===== config.mk =====
export PLATFORM = sky130hd
export DESIGN_NAME = slice_loader
export DESIGN_NICKNAME = d
export VERILOG_FILES = /design/src/rtl/slice_loader_pkg.sv /design/src/rtl/slice_buffer.sv /design/src/rtl/slice_loader.sv
export SDC_FILE = /design/constraint.sdc
export NUM_CORES = 1
export LEC_CHECK = 0
export BUFFER_PORTS_ARGS = -buffer_cell sky130_fd_sc_hd__buf_4
export CORE_MARGIN = 4
export CORE_UTILIZATION = 25
export CTS_CLUSTER_SIZE = 24
export DETAILED_ROUTE_END_ITERATION = 8
export GPL_ROUTABILITY_DRIVEN = 0
export GPL_TIMING_DRIVEN = 0
export REMOVE_ABC_BUFFERS = 1
export SLEW_MARGIN = 20
export SYNTH_ARGS = -nofsm -noshare
export SYNTH_HDL_FRONTEND = slang
export SYNTH_SLANG_ARGS = --single-unit

===== constraint.sdc =====
create_clock -name clk -period 3.85 [get_ports clk]
set_input_delay 0.385 -clock clk [delete_from_list [all_inputs] [get_ports clk]]
set_output_delay 0.385 -clock clk [all_outputs]
set_load 0.05 [all_outputs]

===== src/rtl/slice_loader_pkg.sv =====
// Shared constants and state encoding for the slice loader and its line buffer.
package slice_loader_pkg;

  // Lane dimension; one line carries a SIZE x SIZE slice.
  localparam int SIZE    = 5;
  // Line width in bits; must equal SIZE*SIZE.
  localparam int MEMSIZE = 25;
  // Lines per block; a power of two, at most 2**CW.
  localparam int DEPTH   = 64;
  // Width of the pointers and of the count output.
  localparam int CW      = 6;

  // Loader states. The unused code 2'd3 is steered back to FILL.
  typedef enum logic [1:0] {
    FILL  = 2'd0,
    KICK  = 2'd1,
    SERVE = 2'd2
  } state_e;

endpackage


===== src/rtl/slice_buffer.sv =====
// Block buffer for the slice loader: single-write, single-read register file
// with a registered read port. The read register holds its value whenever no
// read is issued, so it can drive the loader's line output directly.
module slice_buffer
  import slice_loader_pkg::*;
#(
  parameter int WIDTH   = slice_loader_pkg::MEMSIZE,
  parameter int ENTRIES = slice_loader_pkg::DEPTH,
  parameter int AW      = slice_loader_pkg::CW
) (
  input  logic             clk,
  input  logic             rst,
  input  logic             wr_en,
  input  logic [AW-1:0]    wr_addr,
  input  logic [WIDTH-1:0] wr_data,
  input  logic             rd_en,
  input  logic [AW-1:0]    rd_addr,
  output logic [WIDTH-1:0] rd_data
);

  logic [WIDTH-1:0] mem_r [ENTRIES];
  logic [WIDTH-1:0] rd_data_r;

  // Storage write; contents are don't-care until written, so no reset.
  always_ff @(posedge clk) begin
    if (wr_en) begin
      mem_r[wr_addr] <= wr_data;
    end
  end

  // Registered read port; holds its last value when no read is issued.
  always_ff @(posedge clk or negedge rst) begin
    if (!rst) begin
      rd_data_r <= {WIDTH{1'b0}};
    end else if (rd_en) begin
      rd_data_r <= mem_r[rd_addr];
    end else begin
      rd_data_r <= rd_data_r;
    end
  end

  assign rd_data = rd_data_r;

endmodule


===== src/rtl/slice_loader.sv =====
// Upstream feeder for the state-array permutation controller. It collects a
// block of DEPTH lines, pulses start once the block is complete, then hands
// lines out one per readLine until the controller signals finish.
module slice_loader
  import slice_loader_pkg::*;
#(
  parameter int SIZE    = slice_loader_pkg::SIZE,
  parameter int MEMSIZE = slice_loader_pkg::MEMSIZE,
  parameter int DEPTH   = slice_loader_pkg::DEPTH,
  parameter int CW      = slice_loader_pkg::CW
) (
  input  logic               clk,
  input  logic               rst,
  input  logic               in_valid,
  input  logic [MEMSIZE-1:0] in_data,
  output logic               in_ready,
  output logic               start,
  input  logic               readLine,
  output logic [MEMSIZE-1:0] line,
  output logic [CW-1:0]      count,
  input  logic               finish,
  output logic               busy,
  output logic               overread
);

  // The line must carry exactly one SIZE x SIZE slice.
  if (MEMSIZE != SIZE * SIZE) begin : g_bad_line_width
    $error("slice_loader: MEMSIZE must equal SIZE*SIZE");
  end

  // Pointers and count are one bit wider than the buffer index, so the value
  // DEPTH (block exhausted) is representable without wrapping.
  localparam logic [CW:0] DEPTH_W = (CW+1)'(DEPTH);
  localparam logic [CW:0] LAST_W  = (CW+1)'(DEPTH - 1);
  localparam logic [CW:0] ONE_W   = (CW+1)'(1);
  localparam logic [CW:0] ZERO_W  = (CW+1)'(0);

  state_e             state_r;
  logic [CW:0]        wr_ptr_r;
  logic [CW:0]        rd_ptr_r;
  logic [CW:0]        cnt_r;
  logic               in_ready_r;
  logic               start_r;
  logic               busy_r;
  logic               overread_r;

  logic               accept_s;
  logic               rd_req_s;
  logic               rd_en_s;
  logic               overread_hit_s;
  logic [MEMSIZE-1:0] line_s;

  // Decode the input handshake and the controller's read request; finish
  // takes priority over a same-cycle readLine.
  always_comb begin
    accept_s       = 1'b0;
    rd_req_s       = 1'b0;
    rd_en_s        = 1'b0;
    overread_hit_s = 1'b0;
    if (state_r == FILL) begin
      accept_s = in_valid & in_ready_r;
    end else begin
      accept_s = 1'b0;
    end
    if (state_r == SERVE) begin
      rd_req_s = readLine & ~finish;
    end else begin
      rd_req_s = 1'b0;
    end
    if (rd_ptr_r < DEPTH_W) begin
      rd_en_s        = rd_req_s;
      overread_hit_s = 1'b0;
    end else begin
      rd_en_s        = 1'b0;
      overread_hit_s = rd_req_s;
    end
  end

  // Block sequencing FSM with its pointers, count and registered flags.
  always_ff @(posedge clk or negedge rst) begin
    if (!rst) begin
      state_r    <= FILL;
      wr_ptr_r   <= ZERO_W;
      rd_ptr_r   <= ZERO_W;
      cnt_r      <= ZERO_W;
      in_ready_r <= 1'b0;
      start_r    <= 1'b0;
      busy_r     <= 1'b0;
      overread_r <= 1'b0;
    end else begin
      start_r <= 1'b0;
      case (state_r)
        FILL: begin
          if (accept_s) begin
            wr_ptr_r <= wr_ptr_r + ONE_W;
            if (wr_ptr_r == LAST_W) begin
              state_r    <= KICK;
              in_ready_r <= 1'b0;
              start_r    <= 1'b1;
              busy_r     <= 1'b1;
            end else begin
              in_ready_r <= 1'b1;
            end
          end else begin
            in_ready_r <= 1'b1;
          end
        end
        KICK: begin
          state_r    <= SERVE;
          in_ready_r <= 1'b0;
        end
        SERVE: begin
          if (finish) begin
            state_r    <= FILL;
            wr_ptr_r   <= ZERO_W;
            rd_ptr_r   <= ZERO_W;
            cnt_r      <= ZERO_W;
            busy_r     <= 1'b0;
            in_ready_r <= 1'b1;
          end else if (rd_en_s) begin
            rd_ptr_r   <= rd_ptr_r + ONE_W;
            in_ready_r <= 1'b0;
            if (cnt_r < DEPTH_W) begin
              cnt_r <= cnt_r + ONE_W;
            end else begin
              cnt_r <= cnt_r;
            end
          end else if (overread_hit_s) begin
            overread_r <= 1'b1;
            in_ready_r <= 1'b0;
          end else begin
            in_ready_r <= 1'b0;
          end
        end
        default: begin
          state_r    <= FILL;
          wr_ptr_r   <= ZERO_W;
          rd_ptr_r   <= ZERO_W;
          cnt_r      <= ZERO_W;
          busy_r     <= 1'b0;
          in_ready_r <= 1'b0;
        end
      endcase
    end
  end

  slice_buffer #(
    .WIDTH   (MEMSIZE),
    .ENTRIES (DEPTH),
    .AW      (CW)
  ) u_buffer (
    .clk     (clk),
    .rst     (rst),
    .wr_en   (accept_s),
    .wr_addr (wr_ptr_r[CW-1:0]),
    .wr_data (in_data),
    .rd_en   (rd_en_s),
    .rd_addr (rd_ptr_r[CW-1:0]),
    .rd_data (line_s)
  );

  assign in_ready = in_ready_r;
  assign start    = start_r;
  assign line     = line_s;
  assign count    = cnt_r[CW-1:0];
  assign busy     = busy_r;
  assign overread = overread_r;

endmodule


# After elaboration in Yosys (flattened, before gate mapping)
# Memories as Yosys holds them, arrays and structs flattened. A register that Yosys moved wholly into a read port is not among the register bits.
# Index checks and enable logic that the tools add are counted.
# word_totals
ramBits	1600
register_bits	27
memories	1
input_bits	30
# op_classes
eq_ne	8
n_mux	31
n_lt_le_gt_ge	2
bitwise_logic	6
reduce_logical	9
addsub	3
# memory_table
memory	words	word_bits	rd	rd_ports_with_merged_regs	write_ports	line_no	rtl
u_buffer.mem_r	64	25	1	1	1	slice_buffer.sv:21	logic [WIDTH-1:0] mem_r [ENTRIES];
# ops
cell	n
7-bit 2-to-1 mux	7
7-bit one-hot mux with 2 select lines	2
7-bit by 1-bit adder with 7-bit output (second input constant)	3
7-bit one-hot mux with 3 select lines	1
1-bit 2-to-1 mux	15
7-bit < comparator (second input constant)	2
3-bit AND reduction	3
4-bit AND reduction	2
7-bit by 6-bit equality test with 1-bit output (second input constant)	1
2-bit 2-to-1 mux	3
2-bit one-hot mux with 3 select lines	1
2-bit != test (second input constant)	2
1-bit inverter	4
3-bit by 2-bit != test with 1-bit output (second input constant)	1
3-bit != test (second input constant)	1
1-bit one-hot mux with 3 select lines	1
1-bit bitwise AND	2
2-bit by 1-bit equality test with 1-bit output (second input constant)	1
2-bit equality test (second input constant)	1
2-bit zero test	1
2-bit by 1-bit != test with 1-bit output (second input constant)	1
1-bit one-hot mux with 2 select lines	1
2-bit AND reduction	1
2-bit OR reduction	1
1-bit zero test	1

# Longest topological paths before layout
# logic_depth
word_depth	7
mapped_depth	11

# By module
# Synthesis repeated with hierarchy kept, for this count alone.
# unflattened
cells_unflattened	3164
area_unflattened_um2	64335.5
# by_module_without_submodules
mod	cells_per_inst	n_inst	area_each_um2
slice_buffer	3026	1	62897.8
slice_loader	138	1	1437.6

# Least setup slack after synthesis
# Ideal clock, no wire load.
# synth_path
path_type	reg2reg
from	register in_ready_r, in the netlist in_ready
to	memory u_buffer.mem_r[55][0] in the netlist's numbering (enable)
setup_ps	407
slack_ps	558
arrival_ps	2885
stages_incl_launch_ff	6
period_less_slack_ps	3292
n_path_buf	1
required_ps	3443
cell_sequence	dfrtp_1 nor4bb_1 and2_1 nand3_1 clkbuf_1 nor2_1
# synth_via
elab_chain_len	4
# synth_lines
item	line_no	rtl
start: declaration	slice_loader.sv:42	logic in_ready_r;
start signal: assignment	slice_loader.sv:86	in_ready_r <= 1'b0;
start signal: assignment	slice_loader.sv:98	in_ready_r <= 1'b0;
start signal: assignment	slice_loader.sv:102	in_ready_r <= 1'b1;
1-bit bitwise AND	slice_loader.sv:61	accept_s = in_valid & in_ready_r;
1-bit 2-to-1 mux	slice_loader.sv:60	if (state_r == FILL) begin
1-bit 2-to-1 mux	slice_buffer.sv:26	if (wr_en) begin
1-bit 2-to-1 mux (implied by the code)	slice_buffer.sv:27	mem_r[wr_addr] <= wr_data;
end: declaration	slice_buffer.sv:21	
# Every way passes these cells.

# Worst setup path after layout
# layout_path
from	register rd_ptr_r[1]
to	register u_buffer.rd_data_r[15], in the netlist u_buffer.rd_data[15] (read register of u_buffer.mem_r)
# layout_via
elab_chain_len	2
# layout_lines
item	line_no	rtl
start: declaration	slice_loader.sv:40	logic [CW:0] rd_ptr_r;
start signal: assignment	slice_loader.sv:121	rd_ptr_r <= rd_ptr_r + ONE_W;
7-bit < comparator	slice_loader.sv:70	if (rd_ptr_r < DEPTH_W) begin
1-bit 2-to-1 mux	slice_loader.sv:70	
end: declaration	slice_buffer.sv:22	logic [WIDTH-1:0] rd_data_r;
# Several ways; a longest one is shown, not always the timed one.
# A chain may end at the register's enable or synchronous reset.

==> results.yml <==
power_and_ir_drop:
  vdd.ir_drop.worst_v: 0.000429
  p_total_uw: 37900
  leakagePower_uw: 0.0224
  cellPowerDensity_mw_per_mm2: 497
run:
  maxCapViolCount: 0
grt:
  grt_pass1_wl_um: 240000
  grt_max_degree: 65
  overflow: 0
  track_usage: 0.127
  grt_pass1_vias: 31300
  antenna_found_initial: 13
layout:
  fin_cells: 6675
  layout.nets: 3218
  seqCellArea_sq_mm: 0.0494
  fin_area_sq_mm: 0.0762
  drive_above_1_share: 0.262
  multi_input_area_sq_mm: 0.0137
  area_growth_pct: 20.1
  utilization: 0.302
  final.fill_count: 24000
floorplanning:
  dieArea_sq_mm: 0.262
  ioPinCount: 65
  core_sq_mm: 0.252
  fp.dieH_um: 512
  fp.dieW_um: 512
  start_util: 0.252
  row_count: 184
route:
  vias: 31800
  wl_per_cell_um: 25.7
  drt-initial-drc-count: 3808
  postRouteAntennaNets: 0
  routed_wl_um: 171000
  drt_pre_antenna_iters: 5
  vias_per_cell: 4.76
  drc_errors: 0
logic_synthesis:
  synth-simple-area-share: 0.0168
  synth_edf_count: 1600
  yosys-top-cells-count: "1600 x edfxtp_1, 299 x mux4_2, 216 x mux2i_1"
  yosys-top-cells-area: "edfxtp_1 76%, mux4_2 11%, mux2i_1 3.4%"
  yosysWarnings: 0
  synth_top_area_share: 0.757
  synth_ff_type: "edfxtp_1"
  synth_compound_area_frac: 0.0407
  synthAdderAreaFrac: 0.000591
  synth_top_family_by_area: "multiplexers"
  seq_area_frac_synth: 0.778
  syn_area_sq_mm: 0.0635
  synth_cell_types: 57
  synth_xor_area_frac: 0.00166
  synth_most_common_cell: "edfxtp_1"
  synth_mux_area_frac: 0.145
  syn_area_per_cell_sq_um: 21.3
  yosysTopAreaCell: "edfxtp_1"
  synth_seq_cells: 1652
  synthCells: 2976
  ys_async_sr_fraction: 0.0315
sta:
  drv_slew: 0
  max_slew_margin: 0.190
  hold_viol_final: 0
  grt_setup_unrepaired: "false"
  fmax_ghz: 0.258
  setup_violations: 1
  setup_tns_ns: -0.0314
  setup_ws_ns: -0.0314
  period_share: 1.01
  min_period_ns: 3.88
  skew_ns: 0.0263
  worstMarginPinSlew_ns: 1.20
setup_path:
  reg2reg_depth: 8
  end_kind: "register"
  crit_path_max_fanout: 37
  start_kind: "register"
  cp_cell_sequence: "buf_12 -> buf_16 -> nand3b_1 -> buf_6 -> o22ai_1 -> a211oi_1 -> a221oi_1 -> o32a_1"
  max_stage_delay_ns: 0.78
  worstPathRequired_ns: 4.51
  crit_type: "reg -> reg"
  critPathSlowestCell: "dfrtp_4"
  arrival_ns: 4.54
clocking:
  cts_buffers: 163
  clockBufferDepth: 3
  path_clk_slew_ns: 0.06
  cts-root-buf: "clkbuf_16"
  cts_htree_levels: 4
  cts_tree: "yes"
  clkSinkCount: 1652
  worstSkewPairLatency_ns: 0.79
place:
  port_buffers: 64
  dp.cells: 6317
  placed_cell_area_sq_mm: 0.0703
  place_hpwl_um: 106000
status:
  outcome: "complete, but fails checks"
  failed_checks: "setup timing"
min_path:
  hold_depth: 1
  hold_path.class: "in -> reg"
cell usage in the layout (no fill, tap or decap), types with 6 or more instances in the layout:
cell	count
a211oi_1	35
a211oi_2	13
a21oi_1	43
a221oi_1	28
a221oi_2	6
a22o_1	11
a22oi_1	71
a31oi_1	14
buf_12	46
buf_16	73
buf_4	94
bufinv_16	11
clkbuf_1	59
clkbuf_16	168
clkinv_1	28
clkinv_2	15
dfrtp_1	46
diode_2	8
edfxtp_1	1600
inv_6	7
mux2_2	18
mux2i_1	216
mux4_2	299
nand2_1	41
nand3_1	12
nand3b_1	9
nor2_1	57
nor2_4	67
o211ai_1	8
o21ai_0	27
o221ai_1	30
o22ai_1	25
o32a_1	19
or3_1	11
xnor2_1	6
xor2_1	6
critical path: cells and delay by family (launching register included):
family          cells  cell delay, ns
compound gates      4            1.53
buf+inv             3            0.81
flops               1            0.78
simple gates        1            0.57
routing by layer:
metal	vias up	GRT usage	routed length, um
met5	-	0	7
met4	2	0.0481	6130
met3	269	0.0236	13800
met2	1418	0.206	82900
met1	17100	0.169	68700
li1	13000	-	-
state kept, by name (all words and copies together), names as in the netlist:
| name | flops |
|---|---|
| state_r | 2 |
| cnt_r | 7 |
| wr_ptr_r | 7 |
| u_buffer.mem_r | 1600 |
| busy | 1 |
| in_ready | 1 |
| rd_ptr_r | 7 |
| start | 1 |
| overread | 1 |
| u_buffer.rd_data | 25 |
repair_timing:
action	CTS	global route
setup buffers	19	27
hold endpoints to repair	55	0
gates cloned	0	0
pin swaps	7	8
endpoints found under the setup margin	136	132
gates resized for setup	13	8
hold buffers	5	0
final cells by class:
type                    instances  share of cell area
repair buffers                225              0.0495
flip-flops and latches       1652               0.648
inverters                       4            0.000263
diodes                          8            0.000263
well taps                    3348              0.0550
clock inverters                67             0.00860
clock buffers                 232              0.0590
multi-input cells            1139               0.180
per-stage QoR:
step	hold slack (ns)	setup slack, ns
after floorplan	0.0894	-16.35
after global placement	0.464	-26.41
after detailed placement	0.465	-0.719
after CTS	0.108	0.000831
after global routing	0.161	0.0100
final	0.161	-0.0314
power by group:
| part | leakage [uW] | switching, uW | total [uW] | internal, uW |
|---|---|---|---|---|
| Combinational | 0.00480 | 1430 | 2030 | 601 |
| Clock | 0.00250 | 6620 | 15500 | 8880 |
| Sequential | 0.0151 | 162 | 20400 | 20200 |
| Total | 0.0224 | 8200 | 37900 | 29700 |
final timing paths:
check | start | endpoint | slack (ns)
hold / removal | in_data[0] | u_buffer.mem_r[48][0] | 0.16
hold reg to reg | u_buffer.rd_data[24] | u_buffer.rd_data[24] | 0.51
max in group asynchronous | rst | rd_ptr_r[0] | 2.75
setup / recovery | rd_ptr_r[1] | u_buffer.rd_data[15] | -0.03
setup reg to reg | rd_ptr_r[1] | u_buffer.rd_data[15] | -0.03
min in group asynchronous | rst | u_buffer.rd_data[12] | 0.32
cells by family after synthesis:
| group | after synthesis |
|---|---|
| xor+xnor | 12 |
| mux | 536 |
| flops | 1652 |
| buf+inv | 185 |
| fa+ha+maj | 3 |
| simple gates | 236 |
| compound gates | 352 |
Note: power is estimated with default switching activity, not from simulation.
